===== config.mk =====
export PLATFORM = sky130hd
export DESIGN_NAME = sync_fifo_param_flat
export DESIGN_NICKNAME = d
export VERILOG_FILES = /design/src/rtl/sync_fifo_param_if.sv /design/src/rtl/sync_fifo_param.sv /design/src/flat_wrapper.sv
export SDC_FILE = /design/constraint.sdc
export NUM_CORES = 1
export LEC_CHECK = 0
export ABC_AREA = 1
export ABC_CLOCK_PERIOD_IN_PS = 4620
export CORE_UTILIZATION = 65
export DETAILED_ROUTE_END_ITERATION = 8
export GPL_TIMING_DRIVEN = 0
export PLACE_DENSITY_LB_ADDON = 0.15
export REMOVE_ABC_BUFFERS = 1
export SLEW_MARGIN = 40
export SYNTH_ARGS = -nofsm -noshare
export SYNTH_HDL_FRONTEND = slang
export SYNTH_SLANG_ARGS = --single-unit
export TNS_END_PERCENT = 20

===== constraint.sdc =====
create_clock -name clock -period 4.62 [get_ports clock]
set_clock_uncertainty 0.2 [all_clocks]
set_input_delay 0.924 -clock clock [delete_from_list [all_inputs] [get_ports clock]]
set_output_delay 0.924 -clock clock [all_outputs]
set_load 0.01 [all_outputs]

===== src/rtl/sync_fifo_param_if.sv =====
// Purpose: handshake/data bundle between a producer/consumer pair and sync_fifo_param.
// Latency: none (wires only).
// Backpressure: none here; the FIFO reports full/empty and sticky error flags.
// Ports: master drives data/wrreq/rdreq; slave (the FIFO) drives q, usedw and flags.
interface sync_fifo_param_if #(
    parameter int WIDTH = 8,
    parameter int DEPTH = 16
);
    localparam int AW = $clog2(DEPTH);

    logic [WIDTH-1:0] data;
    logic             wrreq;
    logic             rdreq;
    logic [WIDTH-1:0] q;
    logic [AW:0]      usedw;
    logic             empty;
    logic             full;
    logic             almost_empty;
    logic             almost_full;
    logic             overflow;
    logic             underflow;

    modport master (
        output data, wrreq, rdreq,
        input  q, usedw, empty, full, almost_empty, almost_full, overflow, underflow
    );

    modport slave (
        input  data, wrreq, rdreq,
        output q, usedw, empty, full, almost_empty, almost_full, overflow, underflow
    );
endinterface


===== src/rtl/sync_fifo_param.sv =====
// Purpose: parametrised single-clock FIFO with watermarks, show-ahead option and sticky errors.
// Latency: write visible (empty low) 1 edge later; normal-mode q 1 edge after rdreq, show-ahead q = head word.
// Backpressure: none; writes while full (no read) and reads while empty are dropped and flagged sticky.
// Ports: clock, aclr_n (async active-low), sclr (sync clear), bus (slave modport: data/wrreq/rdreq in, q/usedw/flags out).
module sync_fifo_param #(
    parameter int WIDTH      = 8,
    parameter int DEPTH      = 16,
    parameter int AF_LEVEL   = DEPTH - 2,
    parameter int AE_LEVEL   = 2,
    parameter int SHOW_AHEAD = 0
) (
    input  logic                clock,
    input  logic                aclr_n,
    input  logic                sclr,
    sync_fifo_param_if.slave    bus
);
    localparam int AW    = $clog2(DEPTH);
    localparam int CNT_W = AW + 1;

    logic [WIDTH-1:0] mem [DEPTH];
    logic [AW-1:0]    wp;
    logic [AW-1:0]    rp;
    logic [CNT_W-1:0] cnt;
    logic             ovf;
    logic             udf;
    logic             is_empty;
    logic             is_full;
    logic             rd_ok;
    logic             wr_ok;

    assign is_empty = (cnt == '0);
    assign is_full  = (cnt == CNT_W'(DEPTH));

    // A write into a full FIFO is still accepted when a read frees a slot on the same edge.
    assign rd_ok = bus.rdreq & ~is_empty;
    assign wr_ok = bus.wrreq & (~is_full | bus.rdreq);

    // Storage is never cleared; pointers define what is valid.
    always_ff @(posedge clock) begin
        if (aclr_n && !sclr && wr_ok) begin
            mem[wp] <= bus.data;
        end
    end

    always_ff @(posedge clock or negedge aclr_n) begin
        if (!aclr_n) begin
            wp  <= '0;
            rp  <= '0;
            cnt <= '0;
            ovf <= 1'b0;
            udf <= 1'b0;
        end else if (sclr) begin
            wp  <= '0;
            rp  <= '0;
            cnt <= '0;
            ovf <= 1'b0;
            udf <= 1'b0;
        end else begin
            // Pointers are AW bits wide, so increment wraps DEPTH-1 -> 0 with no bubble.
            if (wr_ok) begin
                wp <= wp + 1'b1;
            end
            if (rd_ok) begin
                rp <= rp + 1'b1;
            end
            if (wr_ok && !rd_ok) begin
                cnt <= cnt + 1'b1;
            end else if (rd_ok && !wr_ok) begin
                cnt <= cnt - 1'b1;
            end
            if (bus.wrreq && is_full && !bus.rdreq) begin
                ovf <= 1'b1;
            end
            if (bus.rdreq && is_empty) begin
                udf <= 1'b1;
            end
        end
    end

    generate
        if (SHOW_AHEAD != 0) begin : g_show_ahead
            // Head word is presented directly; meaningless while empty.
            assign bus.q = mem[rp];
        end else begin : g_normal
            logic [WIDTH-1:0] q_r;

            always_ff @(posedge clock or negedge aclr_n) begin
                if (!aclr_n) begin
                    q_r <= '0;
                end else if (sclr) begin
                    q_r <= '0;
                end else if (rd_ok) begin
                    q_r <= mem[rp];
                end
            end

            assign bus.q = q_r;
        end
    endgenerate

    assign bus.usedw        = cnt;
    assign bus.empty        = is_empty;
    assign bus.full         = is_full;
    assign bus.almost_empty = (cnt <= CNT_W'(AE_LEVEL));
    assign bus.almost_full  = (cnt >= CNT_W'(AF_LEVEL));
    assign bus.overflow     = ovf;
    assign bus.underflow    = udf;
endmodule


===== src/flat_wrapper.sv =====
// flat-port wrapper written by rule: the top's interface ports become plain ports
module sync_fifo_param_flat 
#(
    parameter int WIDTH      = 8,
    parameter int DEPTH      = 16,
    parameter int AF_LEVEL   = DEPTH - 2,
    parameter int AE_LEVEL   = 2,
    parameter int SHOW_AHEAD = 0
)
  (clock, aclr_n, sclr, bus_data, bus_wrreq, bus_rdreq, bus_q, bus_usedw, bus_empty, bus_full, bus_almost_empty, bus_almost_full, bus_overflow, bus_underflow);
  sync_fifo_param_if #(.WIDTH(WIDTH), .DEPTH(DEPTH)) bus_i ();
  input  logic clock;
  input  logic aclr_n;
  input  logic sclr;
  input wire logic [$bits(bus_i.data)-1:0] bus_data;
  input wire logic [$bits(bus_i.wrreq)-1:0] bus_wrreq;
  input wire logic [$bits(bus_i.rdreq)-1:0] bus_rdreq;
  output wire logic [$bits(bus_i.q)-1:0] bus_q;
  output wire logic [$bits(bus_i.usedw)-1:0] bus_usedw;
  output wire logic [$bits(bus_i.empty)-1:0] bus_empty;
  output wire logic [$bits(bus_i.full)-1:0] bus_full;
  output wire logic [$bits(bus_i.almost_empty)-1:0] bus_almost_empty;
  output wire logic [$bits(bus_i.almost_full)-1:0] bus_almost_full;
  output wire logic [$bits(bus_i.overflow)-1:0] bus_overflow;
  output wire logic [$bits(bus_i.underflow)-1:0] bus_underflow;
  assign bus_i.data = bus_data;
  assign bus_i.wrreq = bus_wrreq;
  assign bus_i.rdreq = bus_rdreq;
  assign bus_q = bus_i.q;
  assign bus_usedw = bus_i.usedw;
  assign bus_empty = bus_i.empty;
  assign bus_full = bus_i.full;
  assign bus_almost_empty = bus_i.almost_empty;
  assign bus_almost_full = bus_i.almost_full;
  assign bus_overflow = bus_i.overflow;
  assign bus_underflow = bus_i.underflow;
  sync_fifo_param #(.WIDTH(WIDTH), .DEPTH(DEPTH), .AF_LEVEL(AF_LEVEL), .AE_LEVEL(AE_LEVEL), .SHOW_AHEAD(SHOW_AHEAD)) u_core (.clock(clock), .aclr_n(aclr_n), .sclr(sclr), .bus(bus_i));
endmodule

==> results.sh <==
export IMPL_startpoint_type="flip-flop"
export IMPL_timing_worst_setup_path_type="reg2out"
export IMPL_gp_congestion=0.884
export IMPL_detail_route_first_pass_iterations=5
export IMPL_syn_avg_cell_area_um2=10.0
export IMPL_worstPathArrival_ps=2160
export IMPL_syn_area_um2=6820
export IMPL_final_layout_size_suffix_gt1_frac=0.0778
export IMPL_antennaDiodeCount=0
export IMPL_cts_made_buffers=17
export IMPL_setup_ws_ps=1340
export IMPL_post_route_drc_count=0
export IMPL_cts_resized=0
export IMPL_clockBufferDepth=2
export IMPL_numClockSinks=151
export IMPL_hp_class="in2async"
export IMPL_dieArea_um2=10900
export IMPL_drv_slew=0
export IMPL_antenna_left=0
export IMPL_rows=37
export IMPL_fin_crit_ps=3280
export IMPL_worst_endpoint_required_ps=3500
export IMPL_cts_hold_buf=0
export IMPL_synthAdderAreaFrac=0.0195
export IMPL_grt_max_degree=60
export IMPL_port_buffers=31
export IMPL_crit_path_end_kind="primary output"
export IMPL_r2r_slack_ps=2140
export IMPL_wl_per_cell_um=17.3
export IMPL_num_vias=4703
export IMPL_cts_setup_buffers=0
export IMPL_synth_top_area_cell="edfxtp_1"
export IMPL_cp_max_fo=7
export IMPL_h_tree_depth=4
export IMPL_viasPerCell=5.49
export IMPL_wirelength_um=14800
export IMPL_grt_pass1_wl_um=23400
export IMPL_cts_tree="built"
export IMPL_status="completed"
export IMPL_pre_cts_slack_ps=1110
export IMPL_vdd_drop_max_mv=0.484
export IMPL_core_area_um2=10200
export IMPL_die_x_um=104
export IMPL_grt_pass1_vias=4673
export IMPL_start_util=0.666
export IMPL_post_route_period_util=0.711
export IMPL_reg2reg_from="u_core.bus.usedw[1]$_DFFE_PN0P_"
export IMPL_yosys_area_share_simple=0.245
export IMPL_ys_seq_area_frac=0.648
export IMPL_synth_compound_area_share=0.0198
export IMPL_cellPowerDensity_nw_per_um2=539
export IMPL_yosys_warnings=0
export IMPL_rr_worst_depth=6
export IMPL_slew_headroom=0.435
export IMPL_synth_top_family_by_area="simple AND/OR/NAND/NOR gates"
export IMPL_fmax_mhz=305
export IMPL_grt_overflow_total=0
export IMPL_ys_top_cells_by_area="edfxtp_1, nand2_1, dfrtp_1, nand3_1, inv_1"
export IMPL_area_growth_pct=14.6
export IMPL_drtIter0Drc=511
export IMPL_synth_seq_cells=151
export IMPL_rsz0062_at_grt="no"
export IMPL_clk_pin_slew_ps=60
export IMPL_die_y_um=104
export IMPL_antenna_found_initial=0
export IMPL_synthXorXnorAreaFrac=0.00385
export IMPL_cts_root_buf="clkbuf_8"
export IMPL_p_leak_nw=3.30
export IMPL_utilization=0.764
export IMPL_synth_top_area_frac=0.564
export IMPL_dp_hpwl_um=8780
export IMPL_synth_cell_types=31
export IMPL_layout_commonest_cell="nand2_1"
export IMPL_worst_pin_slew_ps=844
export IMPL_pin_count=32
export IMPL_maxCapViolCount=0
export IMPL_clock_latency_ps=530
export IMPL_setup_viol=0
export IMPL_synthMuxAreaShare=0
export IMPL_nets=730
export IMPL_hold_violations=0
export IMPL_rr_endpoint="u_core.mem[14][0]$_DFFE_PP_"
export IMPL_grt_use_total=0.292
export IMPL_synth_cells=681
export IMPL_final_cell_mix="nand2_1, edfxtp_1, nand3_1"
export IMPL_finalSetupTns_ps=0
==> area by class of cell <==
class | instances | area [µm²]
well taps | 136 | 170
multi-input cells | 428 | 1980
clock buffers | 22 | 443
flip-flops and latches | 151 | 4420
clock inverters | 10 | 176
inverters | 77 | 294
repair buffers | 32 | 325
fillers | 673 | 2420
==> state kept, by name, summed over array words and instances (netlist names) <==
signal / cells
u_core.bus.overflow: 1
u_core.bus.q: 8
u_core.bus.underflow: 1
u_core.bus.usedw: 5
u_core.mem: 128
u_core.rp: 4
u_core.wp: 4
==> synthesized netlist by cell type <==
cell and number:
nand3_4 1, buf_2 15, nand2_1 276, a21oi_4 1
nor2_4 2, or2_1 11, clkinv_1 2, or2_0 5
dfrtp_1 23, inv_4 1, inv_1 67, nand4_1 2
buf_1 1, nor2_2 3, o211ai_1 8, clkbuf_1 4
edfxtp_1 128, nand2_2 1, a21oi_1 5, ha_1 9
a2111oi_0 1, inv_2 7, buf_4 3, nand3_1 68
buf_6 2, nor2_1 23, nand2_4 2, o21ai_1 5
xor2_1 3, fa_1 1, nand3_2 1
==> worst max-delay path by stage <==
stage                                                from                           to  slack [ps]  cells after the start
final                     u_core.bus.usedw[0]$_DFFE_PN0P_             bus_almost_empty        1340                      2
after global routing      u_core.bus.usedw[0]$_DFFE_PN0P_             bus_almost_empty        1260                      2
after CTS                 u_core.bus.usedw[0]$_DFFE_PN0P_             bus_almost_empty        1330                      2
after detailed placement                             sclr  u_core.mem[12][6]$_DFFE_PP_        1110                      6
after global placement           u_core.rp[0]$_DFFE_PN0P_  u_core.bus.q[4]$_DFFE_PN0P_         300                      9
after floorplan                  u_core.rp[0]$_DFFE_PN0P_  u_core.bus.q[1]$_DFFE_PN0P_        1610                      9
==> routing by layer <==
metal / vias to the layer above / wire (µm) / share of wire / global-route usage
li1: 2259 / - / - / -
met4: 0 / 376 / 0.025 / 0.120
met3: 27 / 1030 / 0.070 / 0.0570
met5: - / 0 / 0 / 0
met2: 169 / 7450 / 0.50 / 0.499
met1: 2248 / 5920 / 0.40 / 0.365
==> report_power, final <==
group | leakage, nW | switching, mW | internal [mW]
clock network | 0.300 | 0.511 | 0.942
registers | 1.46 | 0.131 | 1.54
logic | 1.54 | 0.663 | 0.418
==> worst max-delay path, stage by stage (launching register included) <==
cell,delay [ps]
dfrtp_1,480
a2111oi_0,520
clkdlybuf4s50_1,630
==> metrics by stage <==
step	std cells	area, µm²	hold WS [ps]	power [mW]
CTS	856	7800	200	4.21
detailed placement	824	7180	267	2.75
floorplan	656	6680	316	2.35
global route	856	7820	225	4.40
global placement	823	7160	264	2.72
finish	856	7820	196	4.21
==> cells by family after synthesis <==
kind of cell               count (synthesis)
adders and majority gates                 10
and+or+nand+nor                          395
xor gates and xnor gates                   3
buffers and inverters                    102
AOI/OAI and AO/OA                         20
DFF                                      151
No activity file was read; power rests on OpenSTA's default activity.
